--- src/rtl/motor_bus_arbiter.sv ---
// Two-requester arbiter for a strobed register bank: SETUP / STROBE / HOLD bus cycle per grant.
// Define MOTOR_ARB_FIXED_PRIO_EN for fixed req0 priority; the default is round-robin.
`timescale 1ns/1ps
module motor_bus_arbiter #(
  parameter int STROBE_CYC = 2
) (
  input  logic        clk,
  input  logic        rst_n,
  input  logic        req0_valid,
  input  logic        req0_write,
  input  logic [2:0]  req0_addr,
  input  logic [31:0] req0_wdata,
  input  logic        req1_valid,
  input  logic        req1_write,
  input  logic [2:0]  req1_addr,
  input  logic [31:0] req1_wdata,
  output logic        req0_ready,
  output logic        req1_ready,
  output logic        rsp0_valid,
  output logic        rsp1_valid,
  output logic [31:0] rsp_rdata,
  output logic        cs_n,
  output logic        rd_n,
  output logic        wr_n,
  output logic [2:0]  addr,
  output logic [31:0] wrdata,
  input  logic [31:0] rddata
);

  typedef enum logic [1:0] {IDLE, SETUP, STROBE, HOLD} state_t;

  localparam logic [3:0] STROBE_LAST = 4'(STROBE_CYC - 1);

  state_t     state, state_nxt;
  logic [3:0] strobe_cnt;
  logic       lat_write;
  logic       owner;
  logic       req_any;
  logic       grant1;
  logic       accept;

  assign req_any = req0_valid | req1_valid;
  assign accept  = (state == IDLE) && req_any;

`ifdef MOTOR_ARB_FIXED_PRIO_EN
  assign grant1 = req1_valid & ~req0_valid;
`else
  logic last_grant;

  // Ties go to whichever requester was not served last; reset favours req0.
  assign grant1 = req1_valid & (~req0_valid | ~last_grant);

  always_ff @(posedge clk or negedge rst_n) begin
    if (!rst_n)      last_grant <= 1'b1;
    else if (accept) last_grant <= grant1;
  end
`endif

  // NOTE: sequential state uses non-blocking assignments so every register samples pre-edge values.
  always_ff @(posedge clk or negedge rst_n) begin
    if (!rst_n) state <= IDLE;
    else        state <= state_nxt;
  end

  // NOTE: every always_comb output gets a default first, so no path can infer a latch.
  always_comb begin
    state_nxt = state;
    case (state)
      IDLE:    if (req_any) state_nxt = SETUP;
      SETUP:   state_nxt = STROBE;
      STROBE:  if (strobe_cnt == STROBE_LAST) state_nxt = HOLD;
      HOLD:    state_nxt = IDLE;
      default: state_nxt = IDLE;
    endcase
  end

  always_ff @(posedge clk or negedge rst_n) begin
    if (!rst_n)                 strobe_cnt <= '0;
    else if (state != STROBE)   strobe_cnt <= '0;
    else                        strobe_cnt <= strobe_cnt + 4'd1;
  end

  always_ff @(posedge clk or negedge rst_n) begin
    if (!rst_n) begin
      lat_write  <= 1'b0;
      owner      <= 1'b0;
      addr       <= '0;
      wrdata     <= '0;
      rsp_rdata  <= '0;
      rsp0_valid <= 1'b0;
      rsp1_valid <= 1'b0;
    end else begin
      rsp0_valid <= (state == HOLD) && !owner;
      rsp1_valid <= (state == HOLD) &&  owner;
      if (accept) begin
        owner     <= grant1;
        lat_write <= grant1 ? req1_write : req0_write;
        addr      <= grant1 ? req1_addr  : req0_addr;
        wrdata    <= grant1 ? req1_wdata : req0_wdata;
      end
      if (state == HOLD && !lat_write) rsp_rdata <= rddata;
    end
  end

  // Ready is gated by rst_n so a pending request cannot show an accept while reset is held.
  always_comb begin
    cs_n       = 1'b1;
    rd_n       = 1'b1;
    wr_n       = 1'b1;
    req0_ready = 1'b0;
    req1_ready = 1'b0;
    case (state)
      IDLE: begin
        req0_ready = rst_n && req_any && !grant1;
        req1_ready = rst_n && grant1;
      end
      SETUP, HOLD: cs_n = 1'b0;
      STROBE: begin
        cs_n = 1'b0;
        rd_n = lat_write;
        wr_n = !lat_write;
      end
      default: ;
    endcase
  end

endmodule

--- config.mk ---
export PLATFORM = sky130hd
export DESIGN_NAME = motor_bus_arbiter
export DESIGN_NICKNAME = d
export VERILOG_FILES = /design/src/rtl/motor_bus_arbiter.sv
export SDC_FILE = /design/constraint.sdc
export NUM_CORES = 1
export LEC_CHECK = 0
export ABC_CLOCK_PERIOD_IN_PS = 1500
export BUFFER_PORTS_ARGS = -buffer_cell sky130_fd_sc_hd__buf_2
export CAP_MARGIN = 10
export CORE_MARGIN = 5
export CORE_UTILIZATION = 40
export DETAILED_ROUTE_END_ITERATION = 6
export HOLD_SLACK_MARGIN = 0.08
export PLACE_DENSITY = 0.8
export SLEW_MARGIN = 5
export SYNTH_ARGS = -nofsm -noshare
export SYNTH_HDL_FRONTEND = slang
export SYNTH_SLANG_ARGS = --single-unit
--- constraint.sdc ---
create_clock -name clk -period 1.5 [get_ports clk]
set_input_delay 0.15 -clock clk [delete_from_list [all_inputs] [get_ports clk]]
set_output_delay 0.15 -clock clk [all_outputs]
set_load 0.005 [all_outputs]
# Word-level counts from Yosys, hierarchy flattened
# Cells that the tools add are included.
word_totals:
  register_bits: 78
  ram_bits: 0
  latch_bits: 0
  romBits: 0
  memories: 0
classes:
  bitwise_logic: 5
  addsub: 1
  shift: 0
  order_cmp: 0
  n_eq_ne: 7
  n_mul: 0
  div: 0
  n_reduce_logical: 13
  muxes: 12
op_table:
  columns: ["op", "n"]
  rows:
  - ["two-way mux 32 bit", 1]
  - ["one-hot mux 2 bit (4 select lines)", 1]
  - ["logical AND 1 bit", 7]
  - ["two-way mux 1 bit", 6]
  - ["inequality test 2 bit, second input constant", 3]
  - ["adder 4 x 1 -> 4 bit, second input constant", 1]
  - ["equality test 2 bit, second input constant", 2]
  - ["equality test 4 x 1 -> 1 bit, second input constant", 1]
  - ["two-way mux 2 bit", 2]
  - ["two-way mux 4 bit", 1]
  - ["zero test 1 bit", 3]
  - ["two-way mux 3 bit", 1]
  - ["OR reduction 3 bit", 1]
  - ["equality test 2 x 1 -> 1 bit, second input constant", 1]
  - ["zero test 2 bit", 1]
  - ["inverter 1 bit", 2]
  - ["OR 1 bit", 2]
  - ["AND reduction 2 bit", 1]
  - ["AND 1 bit", 1]

# Logic depth before layout (Yosys ltp)
# Gate-level depths: netlist of the first run.
depth:
  word_depth: 6
  ltp_mapped: 8
  depth_no_buf: 5

# Worst setup path after synthesis of the first run
# Ideal clock, no wire load.
synth_timing:
  path_type: "register -> register"
  start: "register strobe_cnt[1]"
  end: "register state[1]"
  required_time_ps: 1375
  stages_incl_launch_ff: 6
  synth_period_minus_slack_ps: 1486
  slack_ps: 14
  t_arrival_ps: 1361
  path_buffers: 0
  cell_sequence: "dfrtp_1 > inv_1 > ha_1 > or3b_1 > a22oi_2 > mux2_2"
synth_between:
  elab_chain_len: 3
synth_rtl:
  columns: ["element", "line", "text"]
  rows:
  - ["start: declaration", "35", "logic [3:0] strobe_cnt;"]
  - ["start signal: assignment", "80", "else strobe_cnt <= strobe_cnt + 4'd1;"]
  - ["equality test 4 x 1 -> 1 bit", "71", "STROBE: if (strobe_cnt == STROBE_LAST) state_nxt = HOLD;"]
  - ["inequality test 2 bit (no source line)", null, null]
  - ["AND reduction 2 bit (no source line)", null, null]
  - ["end signal: assignment", "62", "else state <= state_nxt;"]
  - ["end: declaration", "34", "state_t state, state_nxt;"]
# Every way passes these cells.
# A chain may end at the register's enable or synchronous reset.

# Worst setup path in the final report of the first run
# Ends and elaborated chain as after synthesis.

==> results of run 1 <==
registers in the layout (all words and copies together), names as in the netlist:
signal,count
strobe_cnt,4
wrdata,32
addr,3
lat_write,1
last_grant,1
rsp_rdata,32
state,2
owner,1
rsp1_valid,1
rsp0_valid,1
worst register-to-register path: stages, from the launching register on:
cell and delay, ns:
sky130_fd_sc_hd__dfrtp_1 0.40, sky130_fd_sc_hd__inv_2 0.07, sky130_fd_sc_hd__ha_4 0.11, sky130_fd_sc_hd__or3b_4 0.37, sky130_fd_sc_hd__a22oi_2 0.21, sky130_fd_sc_hd__mux2_4 0.32
power by group:
part	internal, W	switching [W]
combinational	0.00255	0.00217
clock	0.000994	0.000793
sequential	0.00315	0.000594
total	0.00670	0.00355
synth_stat cells, drive strengths merged:
| library cell | n |
|---|---|
| a22o | 1 |
| and2 | 3 |
| and3 | 2 |
| buf | 19 |
| nand3 | 1 |
| o21ai | 1 |
| nand2b | 1 |
| o22a | 1 |
| o21a | 1 |
| nor2b | 4 |
| a21bo | 1 |
| inv | 3 |
| a21boi | 1 |
| a22oi | 1 |
| mux2 | 33 |
| clkbuf | 1 |
| nor2 | 37 |
| dfrtp | 77 |
| a21oi | 73 |
| nand2 | 37 |
| dfstp | 1 |
| xnor2 | 1 |
| a31oi | 1 |
| xor2 | 1 |
| or3b | 1 |
| ha | 5 |
per-layer routing:
metal	vias up	routed length, um
met3	25	853
met2	168	5980
met5	-	0
met4	0	266
li1	1586	-
met1	1655	4310
repair_timing:
item	in CTS	in global routing
buffers inserted	7	6
resized for setup	18	10
gates cloned	1	0
hold buffers	71	0
pin swaps	4	2
endpoints found under the hold margin	146	0
endpoints found under the setup margin	47	61
cell type report:
class / count / area (um2)
clock buffer: 10 / 138
clock inverter: 6 / 93.8
fill: 601 / 2620
inverter: 3 / 11.3
multi-input combinational: 208 / 1380
sequential: 78 / 1950
tap: 105 / 131
timing repair buffer: 281 / 1930
final timing paths:
check	slack [ns]	end	cells after the start
setup / recovery	-0.09	state[1]	5
hold / removal	0.10	wrdata[17]	3
setup reg to reg	-0.09	state[1]	5
hold reg to reg	0.48	rsp0_valid	1
max in group asynchronous	0.65	rsp_rdata[25]	3
min in group asynchronous	0.26	state[0]	2
through the flow:
stage                     hold WS [ns]  instance area (um2)
after CTS                       0.0831                 5530
final                            0.102                 5640
after detailed placement        0.0490                 4450
after global placement          0.0447                 4450
after global routing            0.0802                 5640
after floorplan                 -0.146                 3400
kinds of logic (layout without fill, tap and decap cells):
family	Yosys count	in the layout
simple gates	86	86
compound gates	81	82
flops	78	78
mux	33	33
buf+inv	23	300
fa+ha+maj	5	5
xor+xnor	2	2
==> flow_summary_export.csv, run 1 <==
group,metric,value,unit
status,status,"complete, but fails checks",
status,failed_checks,"setup timing",
clock_tree,ctsRootBufferMaster,"sky130_fd_sc_hd__clkbuf_8",
power_and_ir_drop,total_power,0.0103,W
min_path,hold_class,"input pin to flip-flop",
sta,finalMaxSlewViolations,0,
yosys,synth_sequential_area_ratio,0.575,
floorplanning,placementRows,33,
sta,period_share,1.06,
place,routabilityCongestion,0.780,
drt,wl,11400,um
cells_and_area,num-nets-final,694,
clock_tree,clock_path_buffers,2,
floorplanning,ioPinCount,182,
sta,timing.fmax,628,MHz
sta,finClkSkew,0.0121,ns
yosys,synth.mux.area_fraction,0.109,
yosys,synthCells,308,
drt,routedWlPerCell,16.5,um
cells_and_area,areaGrowthSynthToFinish,66.0,%
yosys,xor_xnor_share_of_the_synthesized_area,0.00516,
yosys,yosys_register_bits,78,
yosys,netlist_top_cells_area,"sky130_fd_sc_hd__dfrtp_1 (57%), sky130_fd_sc_hd__mux2_2 (10%), sky130_fd_sc_hd__a21oi_1 (9.4%)",
cells_and_area,layout.cells.most_common_list,"sky130_fd_sc_hd__buf_2 (177), sky130_fd_sc_hd__dfrtp_1 (77), sky130_fd_sc_hd__dlygate4sd3_1 (71)",
cells_and_area,share_of_cells_above_drive_strength_1,0.483,
setup_path,crit-reg2reg-launch,"strobe_cnt[1]",
cells_and_area,postLayoutCoreUtil,0.683,
drt,detailroute.via_count,3434,
sta,unrepaired_setup_endpoints_after_global_routing,"true",
floorplanning,die_width,102,um
yosys,post-synth-top-area-fraction,0.567,
place,placement.io_buffers,181,
yosys,synth_top_family_by_area,"compound AO/OA/AOI/OAI gates",
min_path,timing.hold.worst.start,"req1_wdata[17]",
setup_path,worst-path-max-fanout,2,
global_route,grt.met3_usage,0.0580,
place,place_inst,590,
yosys,post_synth_instance_area,3400,um2
setup_path,critical_path.cell_chain,"inv_2 > ha_4 > or3b_4 > a22oi_2 > mux2_4",
flow_run,max-cap-violations,0,
yosys,warnings_synthesis,0,
sta,finalSetupTns,-2.00,ns
floorplanning,dieArea,10400,um2
setup_path,critPathBufInv,1,
yosys,syn_nets,421,
clock_tree,number_of_clock_sinks,78,
yosys,post_synth.cell_area_avg,11.0,um2
yosys,simple_gate_area_share_of_the_yosys_netlist,0.104,
sta,post-route-min-period,1.59,ns
global_route,grt_busiest_layer,"met2",
global_route,grt_pass1_wl,17400,um
drt,ant_nets,0,
drt,detail_route.vias_per_cell,4.97,
yosys,synth_compound_area_frac,0.139,
place,post-dp-hpwl,6900,um
global_route,grt-ovfl-total,0,
power_and_ir_drop,vdd.ir_drop.worst,1010,uV
clock_tree,cts-buffers-inserted,9,
setup_path,timing.critical_path.required,1.73,ns
yosys,synth_cell_type_count,30,
global_route,grt_max_degree,64,
yosys,adder_cell_area_share_of_the_yosys_netlist,0.0184,
floorplanning,design.core.area,8260,um2
setup_path,cp-startpoint,"strobe_cnt[1]",
sta,worst_slew_slack_as_a_fraction_of_its_limit,0.786,
setup_path,critPathKind,"flip-flop to flip-flop",
sta,timing.final.hold_violations,0,
clock_tree,cts.reportedPaths.clkPinSlew,0.08,ns
cells_and_area,insertedDiodeCount,0,
cells_and_area,final_common_cell,"sky130_fd_sc_hd__buf_2",
setup_path,worst_path_max_delay_cell,"sky130_fd_sc_hd__dfrtp_1",
clock_tree,clock_latency,0.34,ns
drt,drt_pass1_iterations,4,
cells_and_area,layoutNonFillerInstCount,691,
setup_path,critical_path.max_stage_delay,0.40,ns
global_route,number_of_antenna_violations_at_the_first_check_in_global_routing,0,
sta,setup_violations,37,
global_route,grtUsageMet1,0.240,
global_route,gr-usage-met2,0.392,
clock_tree,cts.htree.levels,3,
setup_path,worst_ep_arrival_time,1.82,ns
floorplanning,chipHeight,102,um
setup_path,cpLargestDelayFamily,"flip-flops",
place,placement.setup.worst_slack,-0.167,ns
power_and_ir_drop,leakage,2.78,nW
clock_tree,tritoncts,"built",
sta,max_slew.worst_pin.slew,0.321,ns
setup_path,end_kind,"flip-flop",
drt,drc_errors,0,
sta,timing.final.ws_setup,-0.0933,ns
yosys,synth.largest_area_cell,"sky130_fd_sc_hd__dfrtp_1",
power_and_ir_drop,power_density,1820,nW/um2
global_route,grt_pass1_vias,3714,
floorplanning,initial_standard_cell_utilization_of_the_core,0.411,
global_route,grt.total_usage,0.216,
drt,detailedRoute.firstIterationViolations,155,
setup_path,worstSetupStartpointType,"flip-flop",
Power figures use the tool's default switching activity.
==> run 2: changes to the inputs <==
- TNS_END_PERCENT: default -> 10
==> run 2 against run 1 <==
Against the previous run: the run still ends with setup timing left; final cell count decreased by 0.87%; utilization decreased by 1.1 points; critical path type unchanged; global-route usage decreased by 0.058 points.
==> flow_summary_export.csv, run 2 (synthesis gave the netlist of run 1 again) <==
group,metric,value,unit
sta,finClkSkew,0.0116,ns
cells_and_area,layout.cells.most_common_list,"sky130_fd_sc_hd__buf_2 (179), sky130_fd_sc_hd__dfrtp_1 (77), sky130_fd_sc_hd__dlygate4sd3_1 (71)",
power_and_ir_drop,power.net_switching,0.00351,W
sta,finalMaxSlewViolations,0,
cells_and_area,final_common_cell,"sky130_fd_sc_hd__buf_2",
drt,routedWlPerCell,16.6,um
clock_tree,ctsRootBufferMaster,"sky130_fd_sc_hd__clkbuf_8",
drt,drt_pass1_iterations,6,
place,post-dp-hpwl,6900,um
sta,timing.final.hold_violations,0,
power_and_ir_drop,vdd.ir_drop.worst,991,uV
floorplanning,ioPinCount,182,
power_and_ir_drop,total_power,0.0101,W
sta,unrepaired_setup_endpoints_after_global_routing,"true",
cells_and_area,number_of_fill_cells_in_the_layout,608,
floorplanning,design.core.area,8260,um2
sta,max_slew.worst_pin.slew,0.580,ns
place,place_inst,590,
cells_and_area,layoutNonFillerInstCount,685,
cells_and_area,fin_area,5550,um2
status,failed_checks,"setup timing",
drt,detailroute.via_count,3422,
drt,detail_route.vias_per_cell,5.00,
power_and_ir_drop,power.clock.fraction,0.177,
power_and_ir_drop,leakage,2.73,nW
setup_path,critPathKind,"flip-flop to flip-flop",
setup_path,worst-path-max-fanout,2,
min_path,hold_class,"input pin to flip-flop",
drt,ant_nets,0,
global_route,grt_pass1_wl,17400,um
clock_tree,tritoncts,"built",
floorplanning,die_width,102,um
cells_and_area,num-nets-final,688,
sta,timing.fmax,629,MHz
floorplanning,placementRows,33,
power_and_ir_drop,power_switching_share,0.349,
setup_path,end_kind,"flip-flop",
sta,finalHoldWorstSlack,0.100,ns
sta,timing.final.ws_setup,-0.0897,ns
clock_tree,cts.htree.levels,3,
floorplanning,dieArea,10400,um2
setup_path,timing.critical_path.required,1.73,ns
clock_tree,cts.reportedPaths.clkPinSlew,0.08,ns
drt,wl,11400,um
floorplanning,initial_standard_cell_utilization_of_the_core,0.411,
global_route,grt-ovfl-total,0,
global_route,grt.total_usage,0.216,
power_and_ir_drop,power.sequential.fraction,0.372,
sta,period_share,1.06,
global_route,grt_pass1_vias,3735,
floorplanning,chipHeight,102,um
clock_tree,cts-buffers-inserted,9,
sta,worst_slew_slack_as_a_fraction_of_its_limit,0.612,
setup_path,worst_path_max_delay_cell,"sky130_fd_sc_hd__dfrtp_1",
cells_and_area,areaGrowthSynthToFinish,63.5,%
global_route,number_of_antenna_violations_at_the_first_check_in_global_routing,0,
clock_tree,clock_path_buffers,2,
place,routabilityCongestion,0.780,
place,placement.io_buffers,181,
cells_and_area,share_of_cells_above_drive_strength_1,0.478,
setup_path,worst_ep_arrival_time,1.82,ns
setup_path,worstSetupStartpointType,"flip-flop",
setup_path,critical_path.cell_chain,"inv_2 > ha_4 > or3b_4 > a22oi_2 > mux2_4",
setup_path,critical_path.max_stage_delay,0.40,ns
cells_and_area,multi_input_comb_area,1370,um2
global_route,grt_max_degree,64,
flow_run,max-cap-violations,0,
drt,drc_errors,0,
drt,detailedRoute.firstIterationViolations,164,
clock_tree,number_of_clock_sinks,78,
power_and_ir_drop,power.combinational.fraction,0.451,
cells_and_area,seqCellArea,1950,um2
clock_tree,clock_latency,0.34,ns
cells_and_area,insertedDiodeCount,0,
power_and_ir_drop,power_density,1810,nW/um2
sta,finalSetupTns,-1.90,ns
power_and_ir_drop,cellInternalPower,0.00655,W
place,placed_area,4450,um2
status,status,"complete, but fails checks",
sta,post-route-min-period,1.59,ns
sta,setup_violations,38,
cells_and_area,top_flop_regs,"rsp_rdata: 32 flops, wrdata: 32 flops, strobe_cnt: 4 flops",
run 2: cell types whose count changed in the layout (fill, tap and decap cells not counted), moves of 2 or more:
cell	change
sky130_fd_sc_hd__buf_2	+2
sky130_fd_sc_hd__buf_4	-2
sky130_fd_sc_hd__buf_6	-7
sky130_fd_sc_hd__buf_8	+2
run 2: final timing paths:
kind	from	endpoint	slack, ns	depth (start not counted)
worst max-delay path	strobe_cnt[1]	state[1]	-0.09	5
worst min-delay path	req1_wdata[3]	wrdata[3]	0.10	3
worst max register to register	strobe_cnt[1]	state[1]	-0.09	5
worst min register to register	owner	rsp0_valid	0.46	1
max in group asynchronous	rst_n	rsp_rdata[25]	0.66	3
min in group asynchronous	rst_n	wrdata[30]	0.26	2
run 2: routing by layer:
layer | track usage | wire length (um)
met5 | 0 | 0
met4 | 0.0898 | 302
met1 | 0.240 | 4290
met2 | 0.388 | 5920
met3 | 0.0580 | 870
run 2: worst max-delay path, delay by kind of cell, from the launching register on:
kind | cells | cell delay, ns
AO/OA/AOI/OAI | 1 | 0.21
adder cells (fa/ha/maj) | 1 | 0.11
buffers and inverters | 1 | 0.07
flip-flops | 1 | 0.40
multiplexers | 1 | 0.33
AND/OR/NAND/NOR | 1 | 0.37
run 2: cell type report:
cell class / instances / area share
clock inverters: 6 / 0.0169
multi-input cells: 208 / 0.246
clock buffers: 10 / 0.0248
well taps: 105 / 0.0237
repair buffers: 275 / 0.335
flip-flops and latches: 78 / 0.352
inverters: 3 / 0.00203
run 2: timing repair:
action | 4_1_cts | 5_1_grt
pin swaps | 4 | 2
gates cloned | 1 | 0
endpoints found under the hold margin | 146 | 0
resized for setup | 13 | 11
buffers inserted | 7 | 0
setup endpoints to repair | 47 | 65
hold buffers | 71 | 0
run 2: through the flow:
step	setup slack (ns)	util
2_1_floorplan	0.0140	-
3_5_place_dp	-0.167	0.539
5_1_grt	-0.166	0.672
3_3_place_gp	-0.172	0.539
4_1_cts	-0.0657	0.667
6_report	-0.0897	0.672
run 2: power groups by stage:
stage | Combinational [W] | Clock, W | Sequential, W
2_1_floorplan | 0.00215 | 0 | 0.00379
3_3_place_gp | 0.00383 | 0 | 0.00367
3_5_place_dp | 0.00399 | 0 | 0.00373
4_1_cts | 0.00440 | 0.00184 | 0.00369
5_1_grt | 0.00495 | 0.00192 | 0.00388
6_report | 0.00454 | 0.00178 | 0.00374
